$ cat config.mk
export PLATFORM = sky130hd
export DESIGN_NAME = alu_arbiter
export DESIGN_NICKNAME = d
export VERILOG_FILES = /design/src/rtl/alu_arbiter_pkg.sv /design/src/rtl/alu_arbiter_rr.sv /design/src/rtl/alu_arbiter.sv
export SDC_FILE = /design/constraint.sdc
export NUM_CORES = 1
export LEC_CHECK = 0
export CORE_AREA = 3 3 115 117
export DETAILED_ROUTE_END_ITERATION = 16
export DIE_AREA = 0 0 118 120
export PLACE_DENSITY = 0.86
export SLEW_MARGIN = 10
export SYNTH_ARGS = -nofsm -noshare
export SYNTH_HDL_FRONTEND = slang
export SYNTH_SLANG_ARGS = --single-unit
$ cat constraint.sdc
create_clock -name clk -period 3.5 [get_ports clk]
set_input_delay 0.35 -clock clk [delete_from_list [all_inputs] [get_ports clk]]
set_output_delay 0.35 -clock clk [all_outputs]
set_load 0.03 [all_outputs]
$ cat src/rtl/alu_arbiter_pkg.sv
// Shared definitions for the two-requester ALU arbiter: FSM encoding, width defaults, ALU op codes.
// Latency: n/a (types and constants only).
// Backpressure: n/a.
package alu_pkg;

    localparam int ALU_WIDTH = 32;
    localparam int ALU_SEL_W = 3;

    // Arbiter sequencing: wait for a request, let the ALU settle, present the result
    typedef enum logic [1:0] {
        IDLE = 2'd0,
        EXEC = 2'd1,
        RESP = 2'd2
    } state_t;

    // Operation codes understood by the shared ALU instance
    localparam logic [ALU_SEL_W-1:0] ALU_ADD = 3'd0;
    localparam logic [ALU_SEL_W-1:0] ALU_SUB = 3'd1;
    localparam logic [ALU_SEL_W-1:0] ALU_AND = 3'd2;
    localparam logic [ALU_SEL_W-1:0] ALU_OR  = 3'd3;
    localparam logic [ALU_SEL_W-1:0] ALU_XOR = 3'd4;
    localparam logic [ALU_SEL_W-1:0] ALU_SLL = 3'd5;
    localparam logic [ALU_SEL_W-1:0] ALU_SRL = 3'd6;
    localparam logic [ALU_SEL_W-1:0] ALU_SLT = 3'd7;

endpackage

$ cat src/rtl/alu_arbiter_rr.sv
// Two-way round-robin grant: a lone request wins, a tie goes to whoever did not win last.
// Latency: purely combinational.
// Backpressure: none; the caller decides when a grant is actually taken.
module rr_arbiter_2 (
    input  logic req0,
    input  logic req1,
    input  logic last_grant,
    output logic gnt_valid,
    output logic gnt_id
);

    // Tie broken against the previous winner; otherwise the only requester wins
    always_comb begin
        gnt_valid = req0 | req1;
        if (req0 && req1) begin
            gnt_id = ~last_grant;
        end else begin
            gnt_id = req1;
        end
    end

endmodule

$ cat src/rtl/alu_arbiter.sv
// Shares one combinational ALU between two valid/ready requesters, one operation in flight.
// Latency: accept at edge T -> resp_valid after edge T+EXEC_CYCLES; accepts spaced EXEC_CYCLES+2.
// Backpressure: resp_sal/resp_id hold while resp_ready=0; no request is accepted until the result drains.
module alu_arbiter
    import alu_pkg::*;
#(
    parameter int WIDTH       = ALU_WIDTH,
    parameter int SEL_W       = ALU_SEL_W,
    // Settle time of the ALU in cycles; the counter below is 4 bits, so 1..15
    parameter int EXEC_CYCLES = 1
) (
    input  logic             clk,
    input  logic             rst,

    input  logic             req0_valid,
    output logic             req0_ready,
    input  logic [WIDTH-1:0] req0_rs1,
    input  logic [WIDTH-1:0] req0_rs2,
    input  logic [SEL_W-1:0] req0_sel,

    input  logic             req1_valid,
    output logic             req1_ready,
    input  logic [WIDTH-1:0] req1_rs1,
    input  logic [WIDTH-1:0] req1_rs2,
    input  logic [SEL_W-1:0] req1_sel,

    output logic [WIDTH-1:0] alu_rs1,
    output logic [WIDTH-1:0] alu_rs2,
    output logic [SEL_W-1:0] alu_sel,
    input  logic [WIDTH-1:0] alu_sal,

    output logic             resp_valid,
    input  logic             resp_ready,
    output logic             resp_id,
    output logic [WIDTH-1:0] resp_sal
);

    localparam logic [3:0] EXEC_LAST = 4'(EXEC_CYCLES);

    state_t     state;
    logic [3:0] cnt;
    logic       last_grant;
    logic       gnt_valid;
    logic       gnt_id;
    logic       accept;

    rr_arbiter_2 u_rr (
        .req0       (req0_valid),
        .req1       (req1_valid),
        .last_grant (last_grant),
        .gnt_valid  (gnt_valid),
        .gnt_id     (gnt_id)
    );

    // Ready only in IDLE, so a handshake can only happen when nothing is in flight
    always_comb begin
        req0_ready = (state == IDLE) && gnt_valid && !gnt_id;
        req1_ready = (state == IDLE) && gnt_valid &&  gnt_id;
        accept     = (req0_valid && req0_ready) || (req1_valid && req1_ready);
    end

    // Sequencer: latch operands on accept, sample the ALU after the settle time, hold result until taken
    always_ff @(posedge clk or posedge rst) begin
        if (rst) begin
            state      <= IDLE;
            cnt        <= 4'd0;
            last_grant <= 1'b1;
            alu_rs1    <= '0;
            alu_rs2    <= '0;
            alu_sel    <= '0;
            resp_valid <= 1'b0;
            resp_id    <= 1'b0;
            resp_sal   <= '0;
        end else begin
            case (state)
                IDLE: begin
                    if (accept) begin
                        // gnt_id names the winner; its operands are captured and held for the ALU
                        alu_rs1    <= gnt_id ? req1_rs1 : req0_rs1;
                        alu_rs2    <= gnt_id ? req1_rs2 : req0_rs2;
                        alu_sel    <= gnt_id ? req1_sel : req0_sel;
                        resp_id    <= gnt_id;
                        last_grant <= gnt_id;
                        cnt        <= 4'd1;
                        state      <= EXEC;
                    end
                end
                EXEC: begin
                    if (cnt == EXEC_LAST) begin
                        resp_sal   <= alu_sal;
                        resp_valid <= 1'b1;
                        state      <= RESP;
                    end else begin
                        cnt <= cnt + 4'd1;
                    end
                end
                RESP: begin
                    if (resp_ready) begin
                        resp_valid <= 1'b0;
                        state      <= IDLE;
                    end
                end
                default: begin
                    resp_valid <= 1'b0;
                    state      <= IDLE;
                end
            endcase
        end
    end

endmodule

# Word level (Yosys, flattened, before mapping)
# Index checks and enable logic that the tools add are counted.
[classes] addsub=1 eq_ne=7 n_mux=14 n_bitwise=3 n_reduce_logical=15
[op_table] cell="$mux 32" n=2
[op_table] cell="$reduce_and 3->1" n=3
[op_table] cell="$mux 4" n=2
[op_table] cell="$ne 2x2->1 const B" n=4
[op_table] cell="$pmux 4 s2" n=1
[op_table] cell="$logic_and 1x1->1" n=6
[op_table] cell="$mux 2" n=3
[op_table] cell="$pmux 2 s3" n=1
[op_table] cell="$add 4x1->4 const B" n=1
[op_table] cell="$eq 4x1->1 const B" n=1
[op_table] cell="$reduce_and 2->1" n=2
[op_table] cell="$mux 1" n=3
[op_table] cell="$mux 3" n=1
[op_table] cell="$pmux 1 s3" n=1
[op_table] cell="$eq 2x1->1 const B" n=1
[op_table] cell="$eq 2x2->1 const B" n=1
[op_table] cell="$logic_not 2->1" n=1
[op_table] cell="$not 1->1" n=2
[op_table] cell="$reduce_bool 2->1" n=1
[op_table] cell="$logic_not 1->1" n=1
[op_table] cell="$logic_or 1x1->1" n=1
[op_table] cell="$or 1x1->1" n=1
[word_totals] register_bits=108

# Depth between registers and ports, before layout
# Gate-level depths: netlist of the first run.
[depth] ltp_word=8 depth_mapped=6 ltp_nobuf=5

# Hierarchy
# A second synthesis of the first run with hierarchy kept.
[hier_totals] cells_unflattened=414 hier_area_um2=4877.2
[by_module_without_submodules] module="alu_arbiter" instances=1 cells_each=412 area_each_um2=4863.4 seq_area_each_um2=2703.8
[by_module_without_submodules] module="rr_arbiter_2" instances=1 cells_each=2 area_each_um2=13.8 seq_area_each_um2=0.0

# Least setup slack after synthesis of the first run
# OpenSTA, ideal clock, no wires.
[synth_timing] path_type="flip-flop to flip-flop" from="register cnt[0]" to="register resp_sal[10]" setup_time_ns=0.125 arrival_ns=1.448 slack_ns=1.927 path_stages_with_launch=6 path_buffers=1 path_cell_list="dfrtp_1 ha_1 nor3b_2 nand2_2 buf_2 mux2_2"
[synth_between] elab_chain_len=2
[synth_rtl] element="from (decl)" line_no="alu_arbiter.sv:41" source="logic [3:0] cnt;"
[synth_rtl] element="from (signal assigned)" line_no="alu_arbiter.sv:94" source="cnt <= cnt + 4'd1;"
[synth_rtl] element="$eq 4x1->1" line_no="alu_arbiter.sv:89" source="if (cnt == EXEC_LAST) begin"
[synth_rtl] element="$reduce_and 2->1 (no source line)"
[synth_rtl] element="to (signal assigned)" line_no="alu_arbiter.sv:90" source="resp_sal <= alu_sal;"
[synth_rtl] element="to (decl)" line_no="alu_arbiter.sv:35" source="output logic [WIDTH-1:0] resp_sal"
# Every way passes these cells.
# A chain may end at the register's enable or synchronous reset.

# Worst setup path in the final report of the first run
[layout_timing] from="register state[0]" to="output port req1_ready"
[layout_between] elab_chain_len=3
[layout_rtl] element="from (decl)" line_no="alu_arbiter.sv:40" source="state_t state;"
[layout_rtl] element="from (signal assigned)" line_no="alu_arbiter.sv:65" source="state <= IDLE;"
[layout_rtl] element="from (signal assigned)" line_no="alu_arbiter.sv:85" source="state <= EXEC;"
[layout_rtl] element="from (signal assigned)" line_no="alu_arbiter.sv:92" source="state <= RESP;"
[layout_rtl] element="$logic_not 2->1" line_no="alu_arbiter.sv:58" source="req1_ready = (state == IDLE) && gnt_valid && gnt_id;"
[layout_rtl] element="$logic_and 1x1->1 (2 in series)" line_no="alu_arbiter.sv:58"
[layout_rtl] element="to (decl)" line_no="alu_arbiter.sv:22" source="output logic req1_ready,"
# Every way passes these cells.

==> impl_metrics.yaml, run 1 <==
grt:
  first_global_vias: 4382
  overflow: 0
  gr-usage-all-layers_pct: 21.0
  grt_max_degree: 81
  antenna_found_initial: 0
  grt_first_pass_wirelength_mm: 23.8
synthesis:
  synthFlopType: "dfrtp_1"
  synth_cells: 345
  ys_async_sr_fraction_pct: 100
  synth_edf_count: 0
  yosys.area.top_type: "dfrtp_1"
  synth_top_area_share_pct: 57.9
  yosysWarnings: 0
  ys_top_cells_by_area: "dfrtp_1, a221o_1, o21a_1"
  syn_nets: 518
  synth-seq-cells: 108
  avgSynthCellArea_um2: 13.4
  synthDistinctLibCells: 28
  ys_seq_area_share_pct: 58.5
  syn_area_um2: 4620
finish:
  fill_cells: 940
  seq_area_um2: 2700
  syn2layout_area_growth_pct: 68.3
  drive_above_1_share_pct: 9.90
  nets: 774
  fin_area_um2: 7780
  antenna_cells: 0
  multi_input_area_um2: 1770
worst_setup_path:
  worst_setup_path_end_kind: "output pin"
  cp_max_fo: 24
  path_class: "reg -> out"
  slowest_stage: "clkdlybuf4s50_1"
  cp_slowest_stage_delay_ps: 780
  path_cells: "nor2_1, and3_2, clkdlybuf4s50_1"
  cp-start-kind: "register"
  critPathArrivalTime_ps: 2260
  required_ps: 3150
run_status:
  status: "finished clean"
place:
  globalplace.congestion: 0.750
  place_area_um2: 7490
  port_buffers: 273
  place_hpwl_mm: 10.9
hold_path:
  hold_class: "reg -> reg"
floorplanning:
  start_util_pct: 37.1
  die_w_um: 118
  core_um2: 12500
  dieArea_um2: 14200
  io_pins: 274
  die_h_um: 120
  fp-row-count: 41
route:
  firstDrtPassIters: 5
  wl_mm: 14.8
  wl_per_cell_um: 19.1
  drt-initial-drc-count: 312
  drtAntennaViolNets: 0
  via_count: 4138
  via_per_inst: 5.32
  drc: 0
timing:
  slew_violations: 0
  rsz0062_at_grt: "no"
  skew_ps: 9.07
  setup_viol: 0
  max_freq_mhz: 384
  tightest_slew_ps: 973
  hold_viol_final: 0
  fin_crit_sh_pct: 74.5
  slew_headroom_pct: 35.1
  setup_tns_ps: 0
  period_minus_slack_ps: 2610
cts:
  postCtsSetupBuffers: 0
  clock-sinks: 108
  cts_resized: 0
  cts_buffers: 9
  cts_max_path_buffers: 2
  hold_buffers: 0
  h-tree-depth: 3
  clk_pin_slew_worst_paths_ps: 70
  clockRootBuffer: "clkbuf_16"
  insertion_delay_ps: 330
  tritoncts: "built"
flow_run:
  cap_violations: 0
pwr:
  leakagePower_uw: 0.00317
  power_uw: 7570
  power_density_nw_per_um2: 973
  irDropWorstVdd_mv: 0.406
[stage by stage]
stage	util (%)	hold slack (ps)	cells	setup slack, ps
final	62.4	497	778	893
after global routing	62.4	515	778	742
after CTS	62.4	492	778	862
after detailed placement	60.1	474	762	912
after global placement	60.1	461	762	929
after floorplan	-	482	345	306
[area by class of cell]
| class | count | share of cell area [%] |
|---|---|---|
| clock inverters | 5 | 0.772 |
| repair buffers | 279 | 35.9 |
| multi-input cells | 200 | 22.7 |
| clock buffers | 11 | 2.99 |
| well taps | 172 | 2.77 |
| flip-flops and latches | 108 | 34.7 |
| inverters | 3 | 0.177 |
[layer usage]
metal  up-vias  GRT usage [%]  share of wire [%]
met2       232           35.8                 50
met4         0           5.64                1.1
met3        15           5.80                8.5
li1       1857              -                  -
met5         -              0                  0
met1      2034           26.4                 41
[final timing paths]
check / to / startpoint / cells after the start / slack (ps)
hold reg to reg: resp_valid / resp_valid / 2 / 500
min in group asynchronous: resp_sal[8] / rst / 2 / 600
setup / recovery: req1_ready / state[0] / 3 / 890
hold / removal: resp_valid / resp_valid / 2 / 500
setup reg to reg: resp_sal[16] / cnt[1] / 5 / 1370
max in group asynchronous: alu_rs1[15] / rst / 3 / 2080
[where the power goes]
group          internal [uW]  switching, uW  leakage, uW
clock                    561            459     0.000141
combinational           2040           2290      0.00172
sequential              1870            355      0.00131
total                   4460           3100      0.00317
[cell usage in the layout, fill, tap and decap left out, types with 2 or more instances in the layout]
cell / n
o21ai_0: 4
inv_1: 2
o21a_1: 68
and3_2: 2
inv_6: 2
buf_4: 5
ha_1: 2
clkbuf_16: 9
nor2b_1: 2
a221o_1: 67
nand2b_1: 2
dfrtp_1: 107
nand2_1: 5
clkdlybuf4s50_1: 273
clkbuf_1: 2
nor2_1: 2
mux2_2: 32
a21o_1: 2
[synthesized netlist by cell type, drive strengths merged, types with 2 or more instances]
cell / n
o21ai: 4
nand2: 6
inv: 3
and3: 2
dfrtp: 107
buf: 15
nand2b: 2
ha: 2
nor2: 3
a21o: 2
clkbuf: 19
nor2b: 2
o21a: 68
a221o: 67
mux2: 32
[cell families (layout without fill, tap and decap cells)]
logic type	count (synthesis)	count (layout)	share of synthesized area [%]
AOI/OAI and AO/OA	145	145	27.0
DFF	108	108	58.5
buffers and inverters	37	298	3.55
muxes	33	33	8.01
and+or+nand+nor	20	20	2.46
adders and majority gates	2	2	0.541
[worst max-delay path: cells and delay by family, from the launching register on]
kind	cells	cell delay, ps
AND/OR/NAND/NOR	2	710
buffers and inverters	1	780
flip-flops	1	430
[flip-flops by register name, indices dropped and copies added (netlist names)]
| signal | flops |
|---|---|
| resp_id | 1 |
| resp_valid | 1 |
| alu_rs2 | 32 |
| resp_sal | 32 |
| state | 2 |
| alu_rs1 | 32 |
| last_grant | 1 |
| alu_sel | 3 |
| cnt | 4 |
(Power assumes the default switching activity.)
==> inputs of run 2 (changes only) <==
--- a/config.mk
+++ b/config.mk
@@ -5,10 +5,10 @@
 export SDC_FILE = /design/constraint.sdc
 export NUM_CORES = 1
 export LEC_CHECK = 0
-export CORE_AREA = 3 3 115 117
+export CORE_AREA = 3 3 121 123
 export DETAILED_ROUTE_END_ITERATION = 16
-export DIE_AREA = 0 0 118 120
-export PLACE_DENSITY = 0.86
+export DIE_AREA = 0 0 124 126
+export PLACE_DENSITY = 0.82
 export SLEW_MARGIN = 10
 export SYNTH_ARGS = -nofsm -noshare
 export SYNTH_HDL_FRONTEND = slang
==> constraint.sdc (replaced) <==
create_clock -name clk -period 2.2 [get_ports clk]
set_input_delay 0.22 -clock clk [delete_from_list [all_inputs] [get_ports clk]]
set_output_delay 0.22 -clock clk [all_outputs]
set_load 0.03 [all_outputs]
==> run 2 against run 1 <==
- total power is 61% higher
- via count is 1.6% lower
- global-route usage is 2.0 points lower
- setup slack worse by 790 ps
- sequential cell count stayed put
- first-iteration DRC count is 51% lower
- die area is 10% higher
- sequential power is 59% higher
- final area is 1.1% higher
- sequential share of layout area is 0.39 points lower
- hold slack worse by 200 ps
- register-to-register slack worse by 840 ps
- critical path type unchanged
- critical endpoint is now req0_ready
- largest cell class unchanged
==> impl_metrics.yaml, run 2 (synthesis gave the netlist of run 1 again) <==
timing:
  hold_viol_final: 0
  setup_viol: 0
  rsz0062_at_grt: "no"
  max_freq_mhz: 478
  period_minus_slack_ps: 2090
  fin_crit_sh_pct: 95.1
  skew_ps: 7.71
  setup_tns_ps: 0
  slew_headroom_pct: 56.2
  final.setup.worst_slack_ps: 107
  tightest_slew_ps: 658
  slew_violations: 0
worst_setup_path:
  slowest_stage: "dfrtp_1"
  path_class: "reg -> out"
  required_ps: 1980
  critPathArrivalTime_ps: 1870
  cp_slowest_stage_delay_ps: 430
  path_cells: "nor2_1, and3_2, buf_4, buf_4"
  rrSetupSlack_ps: 530
  reg2regPathDepth: 6
  cp-start-kind: "register"
  worst_setup_path_end_kind: "output pin"
  reg2reg_to: "resp_sal[5]"
  timing.rr.start: "cnt[1]"
  cp_common_cell: "buf_4"
  cp_max_fo: 45
pwr:
  power_frac_clock_pct: 13.9
  power_density_nw_per_um2: 1550
  irDropWorstVdd_mv: 0.776
  p_int_uw: 7230
  leakagePower_uw: 0.00322
  combPwrFrac_pct: 57.2
  sw_frac_of_total_pct: 40.8
  seq_power_share_pct: 28.9
  power.switching_uw: 4970
place:
  port_buffers: 273
  globalplace.congestion: 0.795
  dp_worst_setup_slack_ps: 273
  place_hpwl_mm: 11.0
  place_area_um2: 7550
cts:
  cts_buffers: 9
  tritoncts: "built"
  insertion_delay_ps: 340
  cts_max_path_buffers: 2
  hold_buffers: 0
  clockRootBuffer: "clkbuf_16"
  h-tree-depth: 3
  clk_pin_slew_worst_paths_ps: 80
  clock-sinks: 108
  cts_resized: 0
  postCtsSetupBuffers: 0
finish:
  nets: 777
  fin_area_um2: 7870
  seq_area_um2: 2700
  syn2layout_area_growth_pct: 70.2
  final_common_cell: "clkdlybuf4s50_1"
  antenna_cells: 0
  drive_above_1_share_pct: 11.0
  top_regs: "alu_rs1 x32, alu_rs2 x32, resp_sal x32"
  most-common-layout-cells: "clkdlybuf4s50_1, dfrtp_1, o21a_1"
  fill_cells: 1150
  multi_input_area_um2: 1770
route:
  drt-initial-drc-count: 154
  wl_mm: 15.1
  dr_wl_met3_mm: 1.13
  wl_per_cell_um: 19.2
  drc: 0
  drtAntennaViolNets: 0
  wl_met2_mm: 7.65
  via_per_inst: 5.16
  firstDrtPassIters: 4
  top_layer_used: "met4"
  wl_met1_mm: 5.98
  via_count: 4072
hold_path:
  hold_class: "in -> async"
grt:
  antenna_found_initial: 0
  grt_first_pass_wirelength_mm: 23.2
  first_global_vias: 4476
  grt_max_degree: 71
  overflow: 0
  gr-usage-all-layers_pct: 19.0
floorplanning:
  io_pins: 274
  core_um2: 13800
  start_util_pct: 33.6
  die_h_um: 126
  dieArea_um2: 15600
  fp-row-count: 43
  die_w_um: 124
flow_run:
  cap_violations: 0
run_status:
  status: "finished clean"
==> run 2: cell types whose count changed in the layout (fill, tap and decap cells not counted), moves of 2 or more <==
cell	previous run	this run
clkdlybuf4s50_1	273	271
clkbuf_1	2	0
buf_4	5	7
buf_12	1	4
==> run 2: per-stage QoR <==
stage / utilization (%) / cells / total power, uW / hold slack (ps)
after floorplan: - / 345 / 7700 / 365
after global placement: 54.9 / 773 / 10400 / 458
after detailed placement: 54.9 / 773 / 10600 / 466
after CTS: 57.1 / 789 / 12300 / 301
after global routing: 57.1 / 789 / 12900 / 328
final: 57.1 / 789 / 12200 / 293
==> run 2: metal layers <==
| metal | vias up | global-route usage (%) |
|---|---|---|
| met1 | 2017 | 22.5 |
| met5 | - | 0 |
| met2 | 170 | 32.6 |
| met4 | 0 | 7.80 |
| li1 | 1857 | - |
| met3 | 28 | 4.71 |
==> run 2: layout make-up <==
type	count	share of cell area, %
repair buffers	282	36.2
flip-flops and latches	108	34.4
multi-input cells	200	22.4
clock buffers	10	3.04
well taps	180	2.86
clock inverters	6	0.970
inverters	3	0.191
==> run 2: critical path, delay by kind of cell, from the launching register on <==
family | cells | cell delay [ps]
flip-flops | 1 | 430
AND/OR/NAND/NOR | 2 | 430
buffers and inverters | 2 | 680
==> run 2: power by group through the flow <==
stage	Sequential, uW	Clock, uW	Combinational [uW]
3_3_place_gp	3510	0	6880
4_1_cts	3540	1750	7060
6_report	3530	1700	6980
5_1_grt	3650	1830	7380
2_1_floorplan	5310	0	2400
3_5_place_dp	3560	0	7040
==> run 2: worst max path at each step <==
stage                     from            to  slack, ps
floorplan               cnt[0]  resp_sal[10]        630
global placement    req1_valid    req0_ready        320
detailed placement  req1_valid    req0_ready        270
CTS                 last_grant    req0_ready         90
global route          state[0]    req0_ready          5
finish                state[0]    req0_ready        110
==> inputs of run 3 (changes only) <==
--- a/config.mk
+++ b/config.mk
@@ -5,10 +5,11 @@
 export SDC_FILE = /design/constraint.sdc
 export NUM_CORES = 1
 export LEC_CHECK = 0
-export CORE_AREA = 3 3 121 123
+export CORE_AREA = 3 3 111 113
 export DETAILED_ROUTE_END_ITERATION = 16
-export DIE_AREA = 0 0 124 126
-export PLACE_DENSITY = 0.82
+export DIE_AREA = 0 0 114 116
+export PLACE_DENSITY = 0.91
+export SKIP_LAST_GASP = 1
 export SLEW_MARGIN = 10
 export SYNTH_ARGS = -nofsm -noshare
 export SYNTH_HDL_FRONTEND = slang
==> constraint.sdc (replaced) <==
create_clock -name clk -period 2.63 [get_ports clk]
set_input_delay 0.263 -clock clk [delete_from_list [all_inputs] [get_ports clk]]
set_output_delay 0.263 -clock clk [all_outputs]
set_load 0.03 [all_outputs]
==> run 3 against run 2 <==
- combinational power shrank 17%
- count of clock-buffer cells in the layout grew 3
- sequential power shrank 16%
- final area shrank 1.1%
- final cell count shrank 5.1%
- sequential share of layout area grew 0.40 points
- utilization grew 11 points
- hold slack gained 130 ps
- clock power shrank 16%
- sequential cell count is the same
==> impl_metrics.yaml, run 3 (synthesis gave the netlist of run 1 again) <==
finish:
  most-common-layout-cells: "clkdlybuf4s50_1, dfrtp_1, o21a_1"
  seq_area_um2: 2700
  multi_input_area_um2: 1770
  drive_above_1_share_pct: 10.1
  nets: 774
  antenna_cells: 0
  syn2layout_area_growth_pct: 68.3
  top_regs: "alu_rs1 x32, alu_rs2 x32, resp_sal x32"
  fill_cells: 820
  final_common_cell: "clkdlybuf4s50_1"
  finalNonFillerCells: 749
timing:
  hold_viol_final: 0
  rsz0062_at_grt: "no"
  setup_tns_ps: 0
  max_freq_mhz: 414
  fin_crit_sh_pct: 91.9
  whs_ps: 419
  setup_viol: 0
  skew_ps: 6.32
  slew_headroom_pct: 42.7
  tightest_slew_ps: 859
  slew_violations: 0
  period_minus_slack_ps: 2420
grt:
  overflow: 0
  grt_max_degree: 109
  gr-usage-all-layers_pct: 22.7
  grt_first_pass_wirelength_mm: 23.6
  antenna_found_initial: 0
  first_global_vias: 4455
pwr:
  leakagePower_uw: 0.00319
  power_density_nw_per_um2: 1310
  seq_power_share_pct: 29.2
  power_frac_clock_pct: 13.9
  p_int_uw: 6040
  sw_frac_of_total_pct: 40.8
  irDropWorstVdd_mv: 1.01
  combPwrFrac_pct: 56.9
  power.switching_uw: 4160
worst_setup_path:
  path_cells: "nor2_1, and3_2, clkdlybuf4s50_1"
  worst_setup_path_end_kind: "output pin"
  slowest_stage: "clkdlybuf4s50_1"
  cp_max_fo: 17
  required_ps: 2370
  path_class: "reg -> out"
  cp-start-kind: "register"
  critPathArrivalTime_ps: 2150
  reg2regPathDepth: 5
  cp_slowest_stage_delay_ps: 750
cts:
  cts_buffers: 9
  tritoncts: "built"
  clk_pin_slew_worst_paths_ps: 70
  postCtsSetupBuffers: 0
  clock-sinks: 108
  h-tree-depth: 3
  cts_max_path_buffers: 2
  cts_resized: 0
  clockRootBuffer: "clkbuf_16"
  hold_buffers: 0
  insertion_delay_ps: 340
floorplanning:
  die_h_um: 116
  die_w_um: 114
  core_um2: 11400
  fp-row-count: 39
  start_util_pct: 40.5
  dieArea_um2: 13200
  io_pins: 274
place:
  dp_cells: 733
  globalplace.congestion: 0.809
  place_hpwl_mm: 11.0
  port_buffers: 273
flow_run:
  cap_violations: 0
run_status:
  status: "finished clean"
route:
  drtAntennaViolNets: 0
  drc: 0
  wl_mm: 15.3
  firstDrtPassIters: 4
  via_per_inst: 5.52
  via_count: 4135
  drt-initial-drc-count: 248
  wl_per_cell_um: 20.4
hold_path:
  hold_class: "in -> async"
## run 3: cell count changes in the layout (fill, tap and decap cells not counted), moves of 2 or more
| cell | change |
|---|---|
| buf_4 | -3 |
| clkdlybuf4s50_1 | +2 |
| clkbuf_8 | +2 |
| buf_12 | -2 |
| inv_6 | -3 |
## run 3: final timing paths
path,startpoint,end,slack [ps]
setup / recovery,state[0],req1_ready,210
hold / removal,rst,resp_sal[13],420
setup reg to reg,cnt[1],resp_sal[9],530
hold reg to reg,resp_valid,resp_valid,480
max in group asynchronous,rst,alu_rs1[18],1760
min in group clk,resp_valid,resp_valid,480
## run 3: cell type report
| cell class | count | share of cell area, % |
|---|---|---|
| timing repair buffer | 279 | 36.0 |
| sequential | 108 | 34.8 |
| multi-input combinational | 200 | 22.7 |
| clock buffer | 13 | 3.47 |
| tap | 143 | 2.30 |
| clock inverter | 3 | 0.563 |
| inverter | 3 | 0.193 |
## run 3: through the flow
stage          setup slack, ps  instance area (um^2)  utilization, %  total power, uW
6_report                   213                  7780            68.1            10200
3_3_place_gp               347                  7470            65.4             8620
4_1_cts                    175                  7780            68.1            10300
2_1_floorplan             1060                  4630               -             6440
3_5_place_dp               325                  7470            65.4             8840
5_1_grt                   87.8                  7780            68.1            10700
## run 3: critical path, delay by kind of cell (launching register included)
family | cells | cell delay (ps)
and+or+nand+nor | 2 | 640
DFF | 1 | 420
buffers and inverters | 1 | 750
## run 3: routing by layer
layer	wire length, um	global-route usage (%)	vias up
met5	0	0	-
met4	318	7.68	0
met3	1400	7.62	23
met2	7710	39.4	205
met1	5870	26.4	2053
li1	-	-	1854
## run 3: power by group through the flow
stage	Combinational [uW]	Sequential (uW)	Clock, uW
2_1_floorplan	2000	4440	0
3_3_place_gp	5670	2950	0
3_5_place_dp	5850	2990	0
4_1_cts	5870	2970	1440
5_1_grt	6120	3070	1520
6_report	5800	2980	1420
